File: src/rtl/rr_pkg.sv
// Shared types and helpers for the round-robin request collector.
package rr_pkg;

  typedef enum logic [1:0] {
    IDLE  = 2'd0,
    ISSUE = 2'd1,
    GRANT = 2'd2
  } rr_state_t;

  localparam int unsigned REQCNT_DEF  = 5;
  localparam int unsigned MAXPEND_DEF = 3;

  // Binary client number to one-hot vector; callers slice to REQCNT bits.
  function automatic logic [31:0] onehot(input logic [31:0] num);
    return 32'd1 << num;
  endfunction

endpackage

File: src/rtl/rr_pend_cnt.sv
// Per-client saturating pending-request counter with overflow flag.
module rr_pend_cnt #(
  parameter int unsigned MAXPEND = 3,
  parameter int unsigned CNTW    = $clog2(MAXPEND + 1)
) (
  input  logic clk_i,
  input  logic rst_n_i,
  input  logic inc_i,
  input  logic dec_i,
  output logic full_o,
  output logic nonzero_o,
  output logic ovf_o
);

  logic [CNTW-1:0] cnt_q, cnt_d;
  logic            full, nonzero;

  always_comb begin
    full    = (cnt_q == CNTW'(MAXPEND));
    nonzero = (cnt_q != '0);
    cnt_d   = cnt_q;
    ovf_o   = 1'b0;
    // A simultaneous inc and dec cancel, even when full.
    if (inc_i && !dec_i) begin
      if (full) ovf_o = 1'b1;
      else      cnt_d = cnt_q + 1'b1;
    end else if (dec_i && !inc_i && nonzero) begin
      cnt_d = cnt_q - 1'b1;
    end
  end

  always_ff @(posedge clk_i) begin
    if (!rst_n_i) cnt_q <= '0;
    else          cnt_q <= cnt_d;
  end

  assign full_o    = full;
  assign nonzero_o = nonzero;

endmodule

File: src/rtl/rr_req_collector.sv
// Client-side front end of the round-robin arbiter: pending counters, issue, grant.
// Optional grant timeout enabled by defining RR_GNT_TIMEOUT_EN.
module rr_req_collector
  import rr_pkg::*;
#(
  parameter int unsigned REQCNT   = REQCNT_DEF,
  parameter int unsigned REQWIDTH = $clog2(REQCNT),
  parameter int unsigned MAXPEND  = MAXPEND_DEF,
  parameter int unsigned CNTW     = $clog2(MAXPEND + 1),
  parameter int unsigned TIMEOUT  = 16
) (
  input  logic                clk_i,
  input  logic                rst_n_i,
  input  logic [REQCNT-1:0]   req_stb_i,
  output logic [REQCNT-1:0]   req_rdy_o,
  output logic [REQCNT-1:0]   req_o,
  output logic                req_val_o,
  input  logic [REQWIDTH-1:0] req_num_i,
  output logic [REQCNT-1:0]   gnt_o,
  output logic [REQWIDTH-1:0] gnt_num_o,
  input  logic                gnt_ack_i,
  output logic                err_o,
  output logic                timeout_o
);

  // Handshake: req_val_o is high for exactly one cycle per arbitration and
  // req_num_i is sampled on that edge; gnt_o is held until gnt_ack_i is seen.

  if (TIMEOUT < 2) begin : g_bad_timeout
    $error("rr_req_collector: TIMEOUT must be 2 or more");
  end

  rr_state_t           state_q, state_d;
  logic [REQWIDTH-1:0] num_q, num_d;
  logic                err_q, err_d;
  logic [REQCNT-1:0]   dec, full, nonzero, ovf;
  logic [REQCNT-1:0]   gnt_vec;
  logic [31:0]         oh_full;
  logic                sel_nz;

`ifdef RR_GNT_TIMEOUT_EN
  localparam int unsigned TW = $clog2(TIMEOUT + 1);
  logic [TW-1:0] tmr_q, tmr_d;
  logic          tmo_q, tmo_d;
`endif

  for (genvar g = 0; g < REQCNT; g++) begin : g_cnt
    rr_pend_cnt #(
      .MAXPEND (MAXPEND),
      .CNTW    (CNTW)
    ) u_cnt (
      .clk_i     (clk_i),
      .rst_n_i   (rst_n_i),
      .inc_i     (req_stb_i[g]),
      .dec_i     (dec[g]),
      .full_o    (full[g]),
      .nonzero_o (nonzero[g]),
      .ovf_o     (ovf[g])
    );
  end

  // Out-of-range numbers match no client and therefore read as "not pending".
  always_comb begin
    sel_nz = 1'b0;
    for (int k = 0; k < REQCNT; k++) begin
      if (req_num_i == REQWIDTH'(k)) sel_nz = nonzero[k];
    end
  end

  always_comb begin
    oh_full = onehot(32'(num_q));
    gnt_vec = oh_full[REQCNT-1:0];
  end

  always_comb begin
    state_d = state_q;
    num_d   = num_q;
    err_d   = err_q | (|ovf);
    dec     = '0;
`ifdef RR_GNT_TIMEOUT_EN
    tmo_d   = 1'b0;
    tmr_d   = (state_q == GRANT) ? tmr_q + 1'b1 : '0;
`endif
    case (state_q)
      IDLE: begin
        if (|nonzero) state_d = ISSUE;
      end
      ISSUE: begin
        if (sel_nz) begin
          num_d   = req_num_i;
          state_d = GRANT;
        end else begin
          err_d   = 1'b1;
          state_d = IDLE;
        end
      end
      GRANT: begin
        if (gnt_ack_i) begin
          dec     = gnt_vec;
          state_d = IDLE;
        end
`ifdef RR_GNT_TIMEOUT_EN
        else if (tmr_q == TW'(TIMEOUT - 1)) begin
          tmo_d   = 1'b1;
          state_d = IDLE;
        end
`endif
      end
      default: state_d = IDLE;
    endcase
  end

  always_ff @(posedge clk_i) begin
    if (!rst_n_i) begin
      state_q <= IDLE;
      num_q   <= '0;
      err_q   <= 1'b0;
    end else begin
      state_q <= state_d;
      num_q   <= num_d;
      err_q   <= err_d;
    end
  end

`ifdef RR_GNT_TIMEOUT_EN
  always_ff @(posedge clk_i) begin
    if (!rst_n_i) begin
      tmr_q <= '0;
      tmo_q <= 1'b0;
    end else begin
      tmr_q <= tmr_d;
      tmo_q <= tmo_d;
    end
  end
  assign timeout_o = tmo_q;
`else
  assign timeout_o = 1'b0;
`endif

  assign req_rdy_o = ~full;
  assign req_o     = nonzero;
  assign req_val_o = (state_q == ISSUE);
  assign gnt_o     = (state_q == GRANT) ? gnt_vec : '0;
  assign gnt_num_o = num_q;
  assign err_o     = err_q;

endmodule

File: config.mk
export PLATFORM = sky130hd
export DESIGN_NAME = rr_req_collector
export DESIGN_NICKNAME = d
export VERILOG_FILES = /design/src/rtl/rr_pkg.sv /design/src/rtl/rr_pend_cnt.sv /design/src/rtl/rr_req_collector.sv
export SDC_FILE = /design/constraint.sdc
export NUM_CORES = 1
export LEC_CHECK = 0
export BUFFER_PORTS_ARGS = -buffer_cell sky130_fd_sc_hd__buf_2
export CORE_MARGIN = 1
export CORE_UTILIZATION = 40
export DETAILED_ROUTE_END_ITERATION = 6
export GPL_ROUTABILITY_DRIVEN = 0
export PLACE_DENSITY = 0.76
export SLEW_MARGIN = 20
export SYNTH_ARGS = -nofsm -noshare
export SYNTH_HDL_FRONTEND = slang
export SYNTH_SLANG_ARGS = --single-unit
File: constraint.sdc
create_clock -name clk_i -period 2.53 [get_ports clk_i]
set_input_delay 0.506 -clock clk_i [delete_from_list [all_inputs] [get_ports clk_i]]
set_output_delay 0.506 -clock clk_i [all_outputs]
set_load 0.005 [all_outputs]
# ---- Word-level counts from Yosys, hierarchy flattened
# Cells that the tools add are included.
dict set report classes {
  addsub 10
  eq_ne 18
  shift 1
  n_mux 39
  bitwise 2
  reduce_logical 46
}
# cell n
set op_table {}
lappend op_table {{$mux 2} 18}
lappend op_table {{$reduce_bool 2->1} 10}
lappend op_table {{$mux 1} 17}
lappend op_table {{$logic_and 1x1->1} 15}
lappend op_table {{$mux 5} 3}
lappend op_table {{$ne 2x2->1 const B} 7}
lappend op_table {{$reduce_and 2->1} 7}
lappend op_table {{$eq 2x2->1 const B} 6}
lappend op_table {{$add 2x1->2 const B} 5}
lappend op_table {{$logic_not 1->1} 10}
lappend op_table {{$reduce_or 5->1} 2}
lappend op_table {{$sub 2x1->2 const B} 5}
lappend op_table {{$eq 3x2->1 const B} 2}
lappend op_table {{$pmux 2 s3} 1}
lappend op_table {{$not 5->5} 1}
lappend op_table {{$shl 1x3->5 const A} 1}
lappend op_table {{$eq 3x1->1 const B} 1}
lappend op_table {{$eq 3x3->1 const B} 1}
lappend op_table {{$logic_not 3->1} 1}
lappend op_table {{$eq 2x1->1 const B} 1}
lappend op_table {{$logic_not 2->1} 1}
lappend op_table {{$or 1x1->1} 1}
dict set report word_totals {
  reg_bits 16
  input_bits 11
  output_inout_bits 21
  elab_cells 124
}

# ---- Longest topological paths before layout
dict set report logic_depth {
  depth_word 10
  depth_mapped 5
  ltp_nobuf 5
}

# ---- Cells and area by module
# From an unflattened synthesis, not the netlist that was laid out.
dict set report hier_totals {
  hier_cells 137
  hier_area_um2 1091.0
}
# mod n_inst cells_each area_per_inst_um2 seq_area_each_um2
set by_module_without_submodules {}
lappend by_module_without_submodules {rr_pend_cnt 5 16 128.9 40.0}
lappend by_module_without_submodules {rr_req_collector 1 57 446.7 120.1}

# ---- Least setup slack after synthesis
# OpenSTA, ideal clock, no wires.
dict set report synth_timing {
  kind {flip-flop to output port}
  start {reg state_q[1]}
  end {out gnt_o[4]}
  t_arrival_ns 1.071
  required_time_ns 2.024
  path_slack_ns 0.953
  stages_incl_launch_ff 3
  path_buffers 0
  path_cell_list {dfxtp_1 or3b_2 nor3b_1}
}
dict set report synth_via {
  elab_chain_len 2
}
# item line_no
set synth_rtl {}
lappend synth_rtl {{start, declared} rr_req_collector.sv:33} ;# rr_state_t state_q, state_d;
lappend synth_rtl {{start signal, assigned} rr_req_collector.sv:119} ;# state_q <= state_d;
lappend synth_rtl {{$eq 2x2->1} rr_req_collector.sv:143} ;# assign gnt_o = (state_q == GRANT) ? gnt_vec : '0;
lappend synth_rtl {{$mux 5} rr_req_collector.sv:143}
lappend synth_rtl {{end, declared} rr_req_collector.sv:19} ;# output logic [REQCNT-1:0] gnt_o,
# No other way between the ends.

# ---- Final worst setup path
# Same ends and word-level chain as after synthesis.

==> metrics <==
die height=52.9 microns; Max FO, Critical Path=7; critical path data arrival time=1540 ps; final core occ=0.487; Synth cell types=40; post-synthesis cell area=0.00103 sq mm; DIE AREA=between 0.002 and 0.003 sq mm; final WL=2390 microns; drt first-iter violations=28; R2R Path Start=state_q[0]$_SDFFE_PN0P_; Area after DPL=about 0.0012 sq mm; setup bufs post-CTS=0; Fin. Hold Viols=0; Root Buffer=clkbuf_4; CP endpoint=gnt_o[4]; fin crit share=0.810; antenna violations before repair=0; clk buf depth=2; Wirelength per Cell=between 10 and 15 microns; Setup Crit Path Kind=register to primary output; first-pass GRT wire length=3800 microns; register area=320 sq um; Final setup viols=0; Setup crit end kind=primary output; Setup Slack @ Placement=752 ps; ant diodes=0; final setup skew=2.23 ps; remaining antenna violation count=0; Worst EP required=2020 ps; RSZ-0062 raised after global routing=false; yosys warns=0; GR Overflow Total=0; setup_tns=0 ps; # fillers=258; Vias=1042; Post-Synthesis Net Count=141; post-layout net count=169; design area=0.00120 sq mm; Worst R2R Setup Slack=between 900 and 1000 ps; First-pass DRT Iterations=4; r2r worst-path depth=5; Post-CTS Hold Fix Bufs=0; all-layer global routing usage=0.186; HPWL Detailed=1840 microns; CTS buffer count=3; total power=roughly 0.57 mW; CP Launch Point=state_q[1]$_SDFFE_PN0P_; Initial Util=0.422; Max Clock Freq=approximately 490 MHz; Gate Count Post-Synth=130; worst reg2reg endpoint=err_o$_SDFF_PN0_; CTS tree=built; Power per Cell Area=476 mW/mm^2; Slew Viols, Final=0; leakage power=0.490 nW; I/O Pins=32; clock-pin slew on the worst setup and hold paths=90 ps; Num Clock Sinks=16; share of cells above drive strength 1=0.295; multi-input logic area=647 sq um; Peak VDD IR=380 uV; Yosys reg bits=16; status=completed; routed vias/inst=5.60; minimum clock period=2050 ps; MaxCap Viol Count=0; row cnt=18; Die Wd=about 53 microns; area grow syn2layout=15.6%; Port Buffer Count=30; syn_area_per_cell=7.96 sq um; CTS resizes=0; DRC viols=0; worst setup margin=482 ps; post-synthesis sequential area ratio=0.310; core area=0.00245 sq mm; number of global-route vias before repair=905; clock latency at the later pin of the worst-skew pair=280 ps; H-tree depth=1; worst min path class=input pin to register; largest net degree at the start of global routing=14; critical path launch point type=register
[how the worst min path moves through the flow]
| stage | cells after the start | start | to |
|---|---|---|---|
| after detailed placement | 2 | g_cnt[2].u_cnt.cnt_q[0]$_SDFFE_PN0P_ | g_cnt[2].u_cnt.cnt_q[1]$_SDFFE_PN0P_ |
| after global placement | 2 | gnt_num_o[1]$_SDFFE_PN0P_ | gnt_num_o[1]$_SDFFE_PN0P_ |
| after global routing | 2 | rst_n_i | err_o$_SDFF_PN0_ |
| final | 2 | rst_n_i | err_o$_SDFF_PN0_ |
| after CTS | 2 | rst_n_i | err_o$_SDFF_PN0_ |
| after floorplan | 1 | state_q[1]$_SDFFE_PN0P_ | state_q[0]$_SDFFE_PN0P_ |
[logic make-up (layout without fill, tap and decap cells)]
logic type / after synthesis / after routing / synth area share
AND/OR/NAND/NOR: 62 / 62 / 0.352
AO/OA/AOI/OAI: 37 / 37 / 0.245
flip-flops: 16 / 16 / 0.310
buffers and inverters: 12 / 38 / 0.0653
multiplexers: 2 / 2 / 0.0242
other: 1 / 1 / 0.00362
[report_power, final]
group	total (mW)	switching, mW	internal [mW]
clock	0.134	0.0790	0.0553
combinational	0.136	0.0691	0.0670
sequential	0.299	0.0274	0.272
[through the flow]
step,cells,hold slack [ps]
6_report,186,506
5_1_grt,186,492
4_1_cts,186,498
3_5_place_dp,183,514
3_3_place_gp,183,496
2_1_floorplan,130,470
[cell usage after synthesis]
| library cell | number | area, sq um |
|---|---|---|
| a31oi_1 | 1 | 6.26 |
| or4b_1 | 1 | 10.0 |
| or2_4 | 2 | 17.5 |
| conb_1 | 1 | 3.75 |
| or3b_2 | 1 | 8.76 |
| nand3_1 | 3 | 15.0 |
| inv_1 | 5 | 18.8 |
| a221oi_1 | 2 | 17.5 |
| o21ai_0 | 11 | 55.1 |
| nand2b_1 | 3 | 18.8 |
| mux2_2 | 1 | 11.3 |
| a2111oi_4 | 1 | 27.5 |
| nand3b_1 | 4 | 30.0 |
| and3b_1 | 1 | 8.76 |
| o31a_1 | 1 | 8.76 |
| mux2i_2 | 1 | 13.8 |
| o22ai_1 | 1 | 6.26 |
| o21a_1 | 2 | 15.0 |
| and4bb_2 | 1 | 12.5 |
| or3_2 | 1 | 7.51 |
| o21ai_1 | 1 | 5.00 |
| nor3_1 | 6 | 30.0 |
| and2_1 | 4 | 25.0 |
| or2_2 | 3 | 18.8 |
| a21oi_1 | 7 | 35.0 |
| nand2_1 | 11 | 41.3 |
| nor2b_1 | 1 | 6.26 |
| nor4_1 | 1 | 6.26 |
| and4_4 | 1 | 11.3 |
| clkbuf_1 | 1 | 3.75 |
| a31o_1 | 1 | 8.76 |
| o32ai_1 | 1 | 8.76 |
| a21o_1 | 2 | 15.0 |
| nor3b_1 | 2 | 15.0 |
| a211oi_1 | 6 | 45.0 |
| nand4_1 | 5 | 31.3 |
| nor3b_2 | 1 | 12.5 |
| buf_4 | 6 | 45.0 |
| dfxtp_1 | 16 | 320 |
| nor2_1 | 10 | 37.5 |
[final cells by class]
type / instances / share of cell area
Sequential cell: 16 / 0.268
Timing Repair Buffer: 30 / 0.126
Inverter: 5 / 0.0157
Clock buffer: 3 / 0.0188
Tap cell: 30 / 0.0314
Multi-Input combinational cell: 102 / 0.541
[state kept, by name, indices dropped and copies added (netlist names)]
signal / flops
err_o: 1
g_cnt.u_cnt.cnt_q: 10
gnt_num_o: 3
state_q: 2
[placed cells by master, fill, tap and decap left out, types with 2 or more instances in the layout]
master | Yosys | layout
and2_1 | 4 | 4
nor3_1 | 6 | 6
nand4_1 | 5 | 5
nand3b_1 | 4 | 4
a211oi_1 | 6 | 6
o21a_1 | 2 | 2
nand2b_1 | 3 | 3
nand3_1 | 3 | 3
or2_4 | 2 | 2
nand2_1 | 11 | 11
or2_2 | 3 | 3
nor2_1 | 10 | 10
dfxtp_1 | 16 | 16
nor3b_1 | 2 | 2
o21ai_0 | 11 | 11
inv_1 | 5 | 5
clkbuf_4 | 0 | 3
buf_2 | 0 | 30
a21oi_1 | 7 | 7
a21o_1 | 2 | 2
a221oi_1 | 2 | 2
[worst max-delay path, stage by stage, from the launching register on]
cell and delay (ps):
dfxtp_1 440, or3b_2 500, nor3b_1 190, buf_2 130
[metal layers]
layer	track usage	wire length (microns)	vias up
li1	-	-	525
met1	0.215	1060	478
met2	0.329	1160	35
met3	0.0632	142	4
met4	0.0395	27	0
met5	0	0	-
No activity file was read; power rests on OpenSTA's default activity.
